===== src/rtl/instr_fetch_stage.sv =====
// MIPS fetch stage: owns the PC, addresses the combinational instruction ROM and
// registers the fetched word into IF/ID, with stall, redirect, interrupt and fault handling.
module instr_fetch_stage #(
  parameter logic [31:0] RESET_PC = 32'h8000_0000,
  parameter logic [31:0] INTR_VEC = 32'h8000_0004,
  parameter logic [31:0] EXC_VEC  = 32'h8000_0008
) (
  input  logic        clk,
  input  logic        reset,
  input  logic        stall_i,
  input  logic        flush_i,
  input  logic        redirect_valid_i,
  input  logic [31:0] redirect_pc_i,
  input  logic        irq_i,
  output logic [30:0] rom_addr_o,
  input  logic [31:0] rom_data_i,
  input  logic        rom_overflow_i,
  output logic        if_id_valid_o,
  output logic [31:0] if_id_instr_o,
  output logic [31:0] if_id_pc_o,
  output logic [31:0] if_id_pc_plus4_o,
  output logic        fault_o,
  output logic [31:0] fault_pc_o,
  output logic        halted_o
);

  localparam int unsigned XLEN = 32;
  localparam int unsigned AW   = 31;

  typedef enum logic [1:0] {
    BOOT = 2'd0,
    RUN  = 2'd1,
    HALT = 2'd2
  } state_t;

  state_t          state, state_nxt;
  logic [XLEN-1:0] pc, pc_nxt;
  logic            valid, valid_nxt;
  logic [XLEN-1:0] instr, instr_nxt;
  logic [XLEN-1:0] ipc, ipc_nxt;
  logic [XLEN-1:0] ip4, ip4_nxt;
  logic            fault, fault_nxt;
  logic [XLEN-1:0] fault_pc, fault_pc_nxt;
  logic            halted, halted_nxt;
  logic            bubble;
  logic            irq_entry;
  logic            kernel;
  logic [XLEN-1:0] next_seq;

  // Kernel flag in bit 31 survives sequential fetch; the low bits wrap on their own.
  assign kernel   = pc[XLEN-1];
  assign next_seq = {pc[XLEN-1], AW'(pc[AW-1:0] + AW'(4))};

  always_ff @(posedge clk or posedge reset) begin
    if (reset) begin
      state    <= BOOT;
      pc       <= RESET_PC;
      valid    <= 1'b0;
      instr    <= '0;
      ipc      <= '0;
      ip4      <= '0;
      fault    <= 1'b0;
      fault_pc <= '0;
      halted   <= 1'b0;
    end else begin
      state    <= state_nxt;
      pc       <= pc_nxt;
      valid    <= valid_nxt;
      instr    <= instr_nxt;
      ipc      <= ipc_nxt;
      ip4      <= ip4_nxt;
      fault    <= fault_nxt;
      fault_pc <= fault_pc_nxt;
      halted   <= halted_nxt;
    end
  end

  // Next PC / IF/ID selection, highest-priority event first.
  always_comb begin
    state_nxt    = state;
    pc_nxt       = pc;
    valid_nxt    = valid;
    instr_nxt    = instr;
    ipc_nxt      = ipc;
    ip4_nxt      = ip4;
    fault_nxt    = 1'b0;
    fault_pc_nxt = fault_pc;
    halted_nxt   = halted;
    bubble       = 1'b0;
    irq_entry    = 1'b0;

    case (state)
      BOOT: begin
        bubble    = 1'b1;
        state_nxt = RUN;
      end
      RUN: begin
        if (redirect_valid_i) begin
          pc_nxt = redirect_pc_i;
          bubble = 1'b1;
        end else if (rom_overflow_i) begin
          bubble       = 1'b1;
          fault_nxt    = 1'b1;
          fault_pc_nxt = pc;
          if (kernel) begin
            state_nxt  = HALT;
            halted_nxt = 1'b1;
          end else begin
            pc_nxt = EXC_VEC;
          end
        end else if (irq_i && !kernel && !stall_i) begin
          bubble    = 1'b1;
          irq_entry = 1'b1;
          pc_nxt    = INTR_VEC;
        end else if (!stall_i) begin
          pc_nxt    = next_seq;
          valid_nxt = 1'b1;
          instr_nxt = rom_data_i;
          ipc_nxt   = pc;
          ip4_nxt   = next_seq;
        end
      end
      HALT: begin
        bubble     = 1'b1;
        halted_nxt = 1'b1;
      end
      default: begin
        bubble    = 1'b1;
        state_nxt = BOOT;
      end
    endcase

    // Interrupt entry keeps the interrupted PC in the link slot as the return address.
    if (bubble || flush_i) begin
      valid_nxt = 1'b0;
      instr_nxt = '0;
      ipc_nxt   = '0;
      ip4_nxt   = irq_entry ? pc : '0;
    end
  end

  assign rom_addr_o       = pc[AW-1:0];
  assign if_id_valid_o    = valid;
  assign if_id_instr_o    = instr;
  assign if_id_pc_o       = ipc;
  assign if_id_pc_plus4_o = ip4;
  assign fault_o          = fault;
  assign fault_pc_o       = fault_pc;
  assign halted_o         = halted;

endmodule


===== config.mk =====
export PLATFORM = sky130hd
export DESIGN_NAME = instr_fetch_stage
export DESIGN_NICKNAME = d
export VERILOG_FILES = /design/src/rtl/instr_fetch_stage.sv
export SDC_FILE = /design/constraint.sdc
export NUM_CORES = 1
export LEC_CHECK = 0
export CAP_MARGIN = 20
export CORE_MARGIN = 3
export CORE_UTILIZATION = 55
export DETAILED_ROUTE_END_ITERATION = 6
export DONT_BUFFER_PORTS = 1
export PLACE_DENSITY_LB_ADDON = 0.25
export SLEW_MARGIN = 20
export SYNTH_ARGS = -nofsm -noshare
export SYNTH_HDL_FRONTEND = slang
export SYNTH_SLANG_ARGS = --single-unit

===== constraint.sdc =====
create_clock -name clk -period 7.4 [get_ports clk]
set_input_delay 1.11 -clock clk [delete_from_list [all_inputs] [get_ports clk]]
set_output_delay 1.11 -clock clk [all_outputs]
set_load 0.05 [all_outputs]

# Yosys cells after proc, flatten, opt, wreduce, memory -nomap -nowiden

Index checks and enable logic that the tools add are counted.

Add/subtract/negate cells: 1
Equality and inequality tests: 11
Multiplexer cells: 48
Bitwise gates (word level): 2
Reductions and logical operators: 15

Operator list:

| operator                                                                | count |
|---|---|
| 32-bit two-way mux                                                      | 22 |
| 31-bit two-way mux                                                      | 2 |
| 31-bit by 3-bit adder with 31-bit output, second input constant         | 1 |
| 1-bit two-way mux                                                       | 19 |
| 2-bit by 1-bit inequality test with 1-bit output, second input constant | 4 |
| 4-bit AND reduction                                                     | 2 |
| 2-bit two-way mux                                                       | 3 |
| 2-bit inequality test, second input constant                            | 3 |
| 2-bit case mux with 3 select lines                                      | 1 |
| 3-bit AND reduction                                                     | 2 |
| 5-bit AND reduction                                                     | 1 |
| 4-bit by 1-bit inequality test with 1-bit output, second input constant | 1 |
| 2-bit nonzero test                                                      | 2 |
| 3-bit inequality test, second input constant                            | 1 |
| 3-bit nonzero test                                                      | 1 |
| 2-bit by 1-bit equality test with 1-bit output, second input constant   | 1 |
| 2-bit equality test, second input constant                              | 1 |
| 1-bit logical AND                                                       | 2 |
| 1-bit zero test                                                         | 2 |
| 2-bit zero test                                                         | 1 |
| 1-bit NOT                                                               | 2 |
| 1-bit case mux with 2 select lines                                      | 1 |
| 2-bit AND reduction                                                     | 1 |
| 1-bit logical OR                                                        | 1 |

Register bits: 165
Input bits: 71
Logic and storage cells: 87

# Depth between registers and ports, before layout

Gate-level depths: netlist (run 1).

Depth after elaboration: 10
Depth in mapped cells: 8
Mapped depth without buffers: 6

# Least setup slack after synthesis (run 1)

No wires, ideal clock.

Kind: input port to flip-flop
From: input port stall_i
To: register ipc[9], in the netlist if_id_pc_o[9]
Arrival: 2381 ps
Data required time: 7279 ps
Setup slack: 4898 ps
Cell stages on the path: 8
Path buffers: 5
Cells stage by stage: buf_2 > or3b_1 > buf_2 > nand3_1 > buf_4 > buf_4 > buf_4 > nor2_1

Word-level cells in the longest chain between the ends: 9

Ends and longest elaborated chain:

| element                                                                                                 | RTL line | RTL |
|---|---|---|
| from (decl)                                                                                             | 10       | `input logic stall_i,` |
| 1-bit zero test                                                                                         | --       |  |
| 1-bit logical AND                                                                                       | 111      | `end else if (irq_i && !kernel && !stall_i) begin` |
| 1-bit two-way mux                                                                                       | 111      |  |
| 1-bit two-way mux                                                                                       | 101      | `end else if (rom_overflow_i) begin` |
| 1-bit two-way mux                                                                                       | 98       | `if (redirect_valid_i) begin` |
| 1-bit two-way mux                                                                                       | 92       | `case (state)` |
| 1-bit logical OR                                                                                        | 134      | `if (bubble \|\| flush_i) begin` |
| 2-bit by 1-bit inequality test with 1-bit output (no line) / 2-bit nonzero test (equally long branches) | --       |  |
| 5-bit AND reduction (no line)                                                                           | --       |  |
| to (signal assigned)                                                                                    | 70       | `ipc <= ipc_nxt;` |
| to (decl)                                                                                               | 40       | `logic [XLEN-1:0] ipc, ipc_nxt;` |

Several ways; a longest one is shown, not always the timed one.
A chain may end at the register's enable or synchronous reset.

# Worst setup path after layout (run 1)

From: register pc[2]
To: register pc[20]

Word-level cells in the longest chain between the ends: 5

Ends and longest elaborated chain:

| element                                  | RTL line | RTL |
|---|---|---|
| from (decl)                              | 37       | `logic [XLEN-1:0] pc, pc_nxt;` |
| from (signal assigned)                   | 67       | `pc <= pc_nxt;` |
| 31-bit by 3-bit adder with 31-bit output | 52       | `assign next_seq = {pc[XLEN-1], AW'(pc[AW-1:0] + AW'(4))};` |
| 31-bit two-way mux                       | 115      | `end else if (!stall_i) begin` |
| 32-bit two-way mux                       | 111      |  |
| 32-bit two-way mux                       | 101      |  |
| 32-bit two-way mux                       | 98       |  |

Every way passes these cells. The select of a mux whose other input is x is not followed.

==> flow_summary.yaml, run 1 <==
logic_synthesis:
  synth-edff-count: 0
  yosysSeqAreaShare: 0.5175
  synth_cell_types: 59
  syn-num-nets: 854
  ys_async_sr_fraction: 1.000
  synthFlopType: "dfrtp_1"
  netlist_area_sq_mm: 0.007981
  ys_ff_latch: 165
  yosysWarnings: 0
  syn_area_per_cell_sq_um: 10.21
  syn_inst: 782
outcome:
  outcome: "complete, no violations"
power:
  switchingPower_w: 0.001736
  combPwrFrac: 0.161
  p_clk_frac: 0.231
  seqPwrFrac: 0.608
  p_leak_nw: 3.803
  p_sw_frac: 0.4893
  internal_power_w: 0.001812
  ir_drop_mv: 0.1976
  power.density_mw_per_mm2: 419.4
clock_network:
  htree_levels: 4
  clock_latency_ns: 0.43
  cts_tree: "built"
  cts_buffers: 17
  root_buffer: "clkbuf_16"
  postCtsSetupRepairBufs: 0
  ctsHoldBuffers: 0
  cts_sinks: 165
  cts.clk_slew.worst_paths_ns: 0.06
  cts-resized-gates: 0
  clock_path_buffers: 2
die:
  die-area_sq_mm: 0.01599
  die_h_um: 126.5
  io_pins: 233
  core_sq_mm: 0.01404
  start_util: 0.5684
  dieWidth_um: 126.5
  row_count: 43
place:
  place_ws_ns: 3.815
  io_buffers: 0
  place_congestion: 0.8374
  dp_hpwl_mm: 13.71
finish:
  mostFrequentLayoutCells: "dfrtp_1, nor2_1, mux2i_1"
  fin_nets: 805
  layout_commonest_cell: "dfrtp_1"
  drive_gt1_frac: 0.1139
  syn2layout_area_growth_pct: 6.004
  antennaDiodeCount: 0
  fillers: 1149
detailed_routing:
  wire_per_inst_um: 22.82
  dr.pass1.iters: 5
  vias_per_cell: 6.454
  vias: 5976
  totalWireLength_mm: 21.13
  drc: 0
  antenna_left: 0
  drt-initial-drc-count: 640
global_routing:
  grt-ovfl-total: 0
  grt_pass1_wl_mm: 33.34
  antenna_found_initial: 0
  first_global_vias: 6027
  grt.total_usage: 0.2631
  grt_max_degree: 95
sta:
  post-route-period-util: 0.4150
  finalHoldViolations: 0
  relSlewSlack: 0.2648
  setup_viol: 0
  setup_tns_ns: 0
  tightest_slew_ns: 1.103
  fmax_mhz: 325.6
  rsz0062_at_grt: "no"
  setup_slack_ns: 4.329
  drv_slew: 0
  skew_ns: 0.007280
  period_needed_ns: 3.071
worst_setup_path:
  worstPathArrival_ns: 3.42
  cp-start-kind: "flop"
  worstSetupPathType: "reg -> reg"
  cp-end-kind: "flop"
  worstPathMaxFanout: 14
  critPathRequiredTime_ns: 7.75
hold_path:
  hold_class: "reg -> reg"
flow_run:
  drv_cap: 0
-- path summary, 6_finish.rpt --
path	startpoint	endpoint	slack, ns	cells after the start
max	pc[2]	pc[20]	4.33	6
min	state[1]	state[0]	0.56	1
max reg2reg	pc[2]	pc[20]	4.33	6
min reg2reg	state[1]	state[0]	0.56	1
max in group asynchronous	reset	if_id_pc_o[25]	5.24	2
min in group asynchronous	reset	fault_pc_o[1]	0.71	1
-- area by class of cell --
| type | instances | area [sq um] | area share |
|---|---|---|---|
| timing repair buffer | 4 | 50.05 | 0.005915 |
| clock buffer | 24 | 461.7 | 0.05457 |
| clock inverter | 8 | 78.83 | 0.009317 |
| sequential | 165 | 4130 | 0.4882 |
| tap | 180 | 225.2 | 0.02662 |
| multi-input combinational | 526 | 3438 | 0.4064 |
| inverter | 19 | 76.32 | 0.009021 |
-- logic make-up (layout without fill, tap and decap cells) --
group | count (synthesis) | after routing | synth area share
DFF | 165 | 165 | 0.5175
muxes | 101 | 101 | 0.1315
AOI/OAI and AO/OA | 182 | 182 | 0.1394
adders and majority gates | 1 | 1 | 0.001567
buffers and inverters | 91 | 55 | 0.05565
xor gates and xnor gates | 3 | 3 | 0.003293
and+or+nand+nor | 239 | 239 | 0.1511
-- sequential cells by signal, indices dropped and copies added, names as in the netlist --
| signal | count |
|---|---|
| if_id_pc_plus4_o | 32 |
| if_id_instr_o | 32 |
| if_id_pc_o | 32 |
| pc | 32 |
| state | 2 |
| fault_o | 1 |
| fault_pc_o | 32 |
| if_id_valid_o | 1 |
| halted_o | 1 |
-- power by group through the flow --
stage	clock, W	sequential, W	combinational (W)
global route	0.000871	0.00219	0.000642
floorplan	0	0.00193	0.000650
CTS	0.000833	0.00216	0.000570
finish	0.000819	0.00216	0.000572
global placement	0	0.00216	0.000539
detailed placement	0	0.00217	0.000568
-- critical path, cell delays in order (launching register included) --
cell	delay [ns]
dfrtp_1	0.87
ha_1	0.39
nand4_4	0.23
nor4_4	0.78
nand4_1	0.26
o31a_1	0.32
o22ai_1	0.14
-- metal layers --
layer / vias to the layer above / track usage / share of wire
met1: 2981 / 0.3411 / 0.39
met3: 35 / 0.08926 / 0.10
met4: 0 / 0.09211 / 0.024
met5: - / 0 / 0
li1: 2671 / - / -
met2: 289 / 0.4156 / 0.49
-- through the flow --
step | power (W) | util | hold slack [ns] | std cells | instance area (sq um)
after floorplan | 0.002577 | - | 0.4871 | 782 | 7981
after global placement | 0.002699 | 0.5615 | 0.5156 | 892 | 7885
after detailed placement | 0.002742 | 0.5615 | 0.5463 | 892 | 7885
after CTS | 0.003558 | 0.6000 | 0.5619 | 924 | 8426
after global routing | 0.003703 | 0.6025 | 0.5957 | 926 | 8461
final | 0.003548 | 0.6025 | 0.5602 | 926 | 8461
-- synth_stat cells, drive strengths merged (3+ instances only) --
| cell | number | area share |
|---|---|---|
| clkbuf | 28 | 0.013 |
| o22ai | 11 | 0.0086 |
| dfrtp | 164 | 0.51 |
| nand2 | 56 | 0.026 |
| mux2i | 70 | 0.088 |
| o221ai | 8 | 0.0088 |
| nand4 | 14 | 0.013 |
| a21o | 3 | 0.0028 |
| nor2 | 109 | 0.053 |
| a31oi | 15 | 0.012 |
| a21oi | 48 | 0.032 |
| xor2 | 3 | 0.0033 |
| nor3 | 10 | 0.010 |
| o31a | 11 | 0.012 |
| o21ai | 60 | 0.038 |
| nor4 | 10 | 0.012 |
| inv | 19 | 0.0089 |
| or3 | 4 | 0.0031 |
| mux2 | 31 | 0.044 |
| nor2b | 3 | 0.0024 |
| buf | 44 | 0.033 |
| a22oi | 14 | 0.013 |
| and3 | 3 | 0.0024 |
| nand3 | 19 | 0.016 |
(Power assumes the default switching activity.)
==> inputs of run 2 (changes only) <==
==> constraint.sdc (replaced) <==
create_clock -name clk -period 2.75 [get_ports clk]
set_input_delay 0.4125 -clock clk [delete_from_list [all_inputs] [get_ports clk]]
set_output_delay 0.4125 -clock clk [all_outputs]
set_load 0.05 [all_outputs]
==> run 2 against run 1 <==
  * Non-clock buffer count increased by 39
  * Core utilization increased by 2.8 points
  * First-iteration DRC count decreased by 1.6%
  * Maximum frequency increased by 33%
  * Clock power increased to 3.0 times the previous value
  * Power increased to 2.9 times the previous value
  * Sequential cell count unchanged
  * Worst setup slack got worse by 3.9 ns
  * Critical path type unchanged
  * Largest power group unchanged
==> flow_summary.yaml, run 2 (same netlist as run 1, synthesis figures left out) <==
finish:
  mostFrequentLayoutCells: "dfrtp_1, nor2_1, mux2i_1"
  postLayoutCoreUtil: 0.6306
  fin_area_sq_mm: 0.008855
  fin_nets: 844
  seq_area_sq_mm: 0.004130
  antennaDiodeCount: 0
  syn2layout_area_growth_pct: 10.94
  multi_input_area_sq_mm: 0.003438
  fillers: 1092
  layout_commonest_cell: "dfrtp_1"
  drive_gt1_frac: 0.1618
flow_run:
  drv_cap: 0
sta:
  finalHoldViolations: 0
  drv_slew: 0
  post-route-period-util: 0.8381
  setup_viol: 0
  setup_tns_ns: 0
  fmax_mhz: 433.9
  hold_slack_ns: 0.07535
  relSlewSlack: 0.4705
  period_needed_ns: 2.305
  rsz0062_at_grt: "no"
  tightest_slew_ns: 0.7917
  skew_ns: 0.007779
place:
  dpl_cell_area_sq_mm: 0.008234
  place_congestion: 0.9174
  dp_hpwl_mm: 14.69
  io_buffers: 0
detailed_routing:
  drt-met1-wl_mm: 8.565
  highest_layer: "met4"
  wl_met2_mm: 10.70
  totalWireLength_mm: 21.76
  wire_per_inst_um: 22.55
  drc: 0
  drt-initial-drc-count: 630
  met3_length_mm: 2.129
  vias: 6105
  vias_per_cell: 6.326
  dr.pass1.iters: 5
  antenna_left: 0
die:
  row_count: 43
  io_pins: 233
  start_util: 0.5684
  die-area_sq_mm: 0.01599
  core_sq_mm: 0.01404
  dieWidth_um: 126.5
  die_h_um: 126.5
global_routing:
  grt.total_usage: 0.2722
  first_global_vias: 6333
  antenna_found_initial: 0
  grt-ovfl-total: 0
  grt_max_degree: 89
  grt_pass1_wl_mm: 34.47
clock_network:
  cts_buffers: 17
  cts.clk_slew.worst_paths_ns: 0.06
  clock_path_buffers: 2
  cts-resized-gates: 0
  cts_tree: "built"
  postCtsSetupRepairBufs: 0
  htree_levels: 4
  cts_sinks: 165
  clock_latency_ns: 0.43
  root_buffer: "clkbuf_16"
  ctsHoldBuffers: 1
worst_setup_path:
  worstPathArrival_ns: 2.65
  cp-start-kind: "flop"
  cp-end-kind: "flop"
  worstSetupPathType: "reg -> reg"
  worstPathMaxFanout: 44
  critPathRequiredTime_ns: 3.09
power:
  internal_power_w: 0.005392
  p_leak_nw: 4.038
  p_sw_frac: 0.4700
  ir_drop_mv: 0.5676
  power.density_mw_per_mm2: 1149
  p_clk_frac: 0.241
  switchingPower_w: 0.004781
  combPwrFrac: 0.300
  seqPwrFrac: 0.459
hold_path:
  hold_class: "in -> reg"
outcome:
  outcome: "complete, no violations"
## run 2: cell types whose count changed in the layout (fill, tap and decap cells not counted), sizes merged
| cell | before | now |
|---|---|---|
| buf | 4 | 42 |
| bufinv | 1 | 3 |
| clkbuf | 24 | 21 |
| clkinv | 2 | 3 |
| clkinvlp | 4 | 5 |
| dlygate4sd3 | 0 | 1 |
| inv | 20 | 19 |
## run 2: critical path: stages (launching register included)
cell and delay (ns):
dfstp_2 0.59, or3b_1 0.39, nand3_4 0.53, or3_1 0.53, a31oi_1 0.18
## run 2: metal layers
metal,track usage,up-vias
met2,0.4393,303
met1,0.3467,3027
li1,-,2746
met3,0.09179,29
met4,0.09148,0
met5,0,-
## run 2: final cells by class
type / instances / area share
repair buffers: 43 / 0.04239
well taps: 180 / 0.02543
multi-input cells: 526 / 0.3883
flip-flops and latches: 165 / 0.4664
clock inverters: 11 / 0.01696
inverters: 19 / 0.008478
clock buffers: 21 / 0.05200
## run 2: path summary, 6_finish.rpt
path | from | to | slack, ns | cells past startpoint
worst max-delay path | pc[31] | if_id_pc_plus4_o[24] | 0.45 | 4
worst min-delay path | redirect_valid_i | pc[31] | 0.08 | 1
worst max register to register | pc[31] | if_id_pc_plus4_o[24] | 0.45 | 4
worst min register to register | state[1] | state[0] | 0.54 | 1
max in group asynchronous | reset | if_id_instr_o[0] | 1.39 | 3
min in group asynchronous | reset | fault_pc_o[14] | 0.57 | 2
## run 2: per-stage QoR
stage          instances  setup slack, ns  total power (W)
2_1_floorplan        782           0.2395         0.006934
3_3_place_gp         932           0.5631         0.007635
3_5_place_dp         932           0.4457         0.007740
4_1_cts              965           0.4376          0.01020
5_1_grt              965           0.2971          0.01063
6_report             965           0.4451          0.01017
## run 2: power groups by stage
| stage | clock network, W | registers (W) | logic [W] |
|---|---|---|---|
| global route | 0.00260 | 0.00474 | 0.00328 |
| global placement | 0 | 0.00469 | 0.00295 |
| finish | 0.00245 | 0.00467 | 0.00305 |
| floorplan | 0 | 0.00518 | 0.00175 |
| detailed placement | 0 | 0.00472 | 0.00302 |
| CTS | 0.00249 | 0.00467 | 0.00304 |
==> inputs of run 3 (changes only) <==
==> constraint.sdc (replaced) <==
create_clock -name clk -period 2.4 [get_ports clk]
set_input_delay 0.36 -clock clk [delete_from_list [all_inputs] [get_ports clk]]
set_output_delay 0.36 -clock clk [all_outputs]
set_load 0.05 [all_outputs]
==> run 3 against run 2 <==
  * Register-to-register slack worse by 0.15 ns
  * Critical path depth increased by 2
  * Power grew 15%
  * Wire length up 0.86%
  * Clock skew about the same
  * Largest power group unchanged
  * Core utilization grew 0.36 points
  * Combinational power rose by 16%
  * Sequential power rose by 15%
  * Clock power up 15%
  * Non-clock buffer count grew 6
  * Cell count increased by 0.62%
==> flow_summary.yaml, run 3 (same netlist as run 1, synthesis figures left out) <==
outcome:
  outcome: "complete, no violations"
sta:
  fmax_mhz: 474.4
  relSlewSlack: 0.5649
  drv_slew: 0
  period_needed_ns: 2.108
  rsz0062_at_grt: "no"
  setup_viol: 0
  finalHoldViolations: 0
  skew_ns: 0.008163
  post-route-period-util: 0.8782
  tightest_slew_ns: 0.6503
detailed_routing:
  drc: 0
  drt-initial-drc-count: 594
  dr.pass1.iters: 6
  antenna_left: 0
  vias: 6181
  vias_per_cell: 6.366
  wire_per_inst_um: 22.60
  totalWireLength_mm: 21.95
die:
  die-area_sq_mm: 0.01599
  core_sq_mm: 0.01404
  row_count: 43
  start_util: 0.5684
  die_h_um: 126.5
  io_pins: 233
  dieWidth_um: 126.5
finish:
  fin_nets: 850
  fillers: 1129
  antennaDiodeCount: 0
  drive_gt1_frac: 0.1694
  layout_commonest_cell: "dfrtp_1"
  mostFrequentLayoutCells: "dfrtp_1, nor2_1, mux2i_1"
  fin_area_sq_mm: 0.008905
  syn2layout_area_growth_pct: 11.57
clock_network:
  clock_path_buffers: 2
  htree_levels: 4
  cts_buffers: 17
  root_buffer: "clkbuf_16"
  clock_latency_ns: 0.43
  cts_tree: "built"
  postCtsSetupRepairBufs: 0
  cts.clk_slew.worst_paths_ns: 0.06
  cts_sinks: 165
place:
  io_buffers: 0
  dpl_cell_area_sq_mm: 0.008272
  dp_hpwl_mm: 15.13
  place_congestion: 0.9036
global_routing:
  grt_pass1_wl_mm: 35.05
  first_global_vias: 6340
  grt_max_degree: 102
  antenna_found_initial: 0
  grt.total_usage: 0.2757
  grt-ovfl-total: 0
worst_setup_path:
  worstPathArrival_ns: 2.46
  worstPathMaxFanout: 8
  worst-r2r-cell-count: 6
  r2r-start: "pc[3]"
  cp-end-kind: "flop"
  critPathRequiredTime_ns: 2.75
  cp-start-kind: "flop"
  worstSetupPathType: "reg -> reg"
  reg2reg_slack_ns: 0.29
  r2r_end: "pc[29]"
flow_run:
  drv_cap: 0
hold_path:
  worstHoldStart: "redirect_pc_i[31]"
  hold_depth: 2
  hold_class: "in -> reg"
  min_to: "pc[31]"
power:
  power.density_mw_per_mm2: 1317
  ir_drop_mv: 0.6037
  power_w: 0.01173
  p_leak_nw: 4.089
run 3: cell types whose count changed in the layout (fill, tap and decap cells not counted), sizes merged:
cell         delta
clkinvlp        -4
clkbuf          -3
clkinv          +4
buf             +5
inv             +3
dlygate4sd3     +1
run 3: layer usage:
metal  GRT usage  vias to the layer above  routed length, um
met2      0.4508                      308              10820
li1            -                     2764                  -
met5           0                        -                  0
met4     0.09842                        0                430
met3     0.08968                       46               2051
met1      0.3458                     3063               8640
run 3: per-stage QoR:
| step | setup slack (ns) | std cells | setup TNS (ns) | utilization | hold WS, ns |
|---|---|---|---|---|---|
| global route | 0.1475 | 971 | 0 | 0.6341 | 0.05065 |
| finish | 0.2923 | 971 | 0 | 0.6341 | 0.04497 |
| global placement | 0.3967 | 937 | 0 | 0.5891 | 0.3862 |
| CTS | 0.2895 | 971 | 0 | 0.6341 | 0.03490 |
| floorplan | -0.05796 | 782 | -9.506 | - | 0.4682 |
| detailed placement | 0.3027 | 937 | 0 | 0.5891 | 0.3845 |
run 3: cell type report:
cell class	count	area (sq um)	share of cell area
Clock buffer	18	439.2	0.04932
Clock inverter	14	173.9	0.01953
Inverter	19	75.07	0.008431
Multi-Input combinational cell	526	3438	0.3861
Sequential cell	165	4130	0.4638
Tap cell	180	225.2	0.02529
Timing Repair Buffer	49	422.9	0.04749
run 3: how the worst max path moves through the flow:
| stage | startpoint | end | slack [ns] | depth (start not counted) |
|---|---|---|---|---|
| 2_1_floorplan | reset | fault_o | -0.06 | 1 |
| 3_3_place_gp | pc[2] | pc[29] | 0.40 | 6 |
| 3_5_place_dp | pc[2] | pc[29] | 0.30 | 6 |
| 4_1_cts | pc[2] | pc[29] | 0.29 | 6 |
| 5_1_grt | pc[2] | pc[20] | 0.15 | 7 |
| 6_report | pc[3] | pc[29] | 0.29 | 6 |
run 3: report_power, final:
group | internal (W) | total [W] | switching, W
combinational | 0.00112 | 0.00355 | 0.00243
clock | 0.00168 | 0.00282 | 0.00115
sequential | 0.00339 | 0.00535 | 0.00196
run 3: what timing repair did:
| item | CTS | global route |
|---|---|---|
| hold buffers | 2 | 0 |
| resized for setup | 0 | 0 |
| endpoints found under the hold margin | 65 | 0 |
run 3: worst max-delay path, cell delays in order (launching register included):
cell and delay, ns:
dfrtp_1 0.35, buf_4 0.26, nand4_1 0.17, nor4_2 0.53
nand4_1 0.27, o31a_1 0.30, o22ai_1 0.14
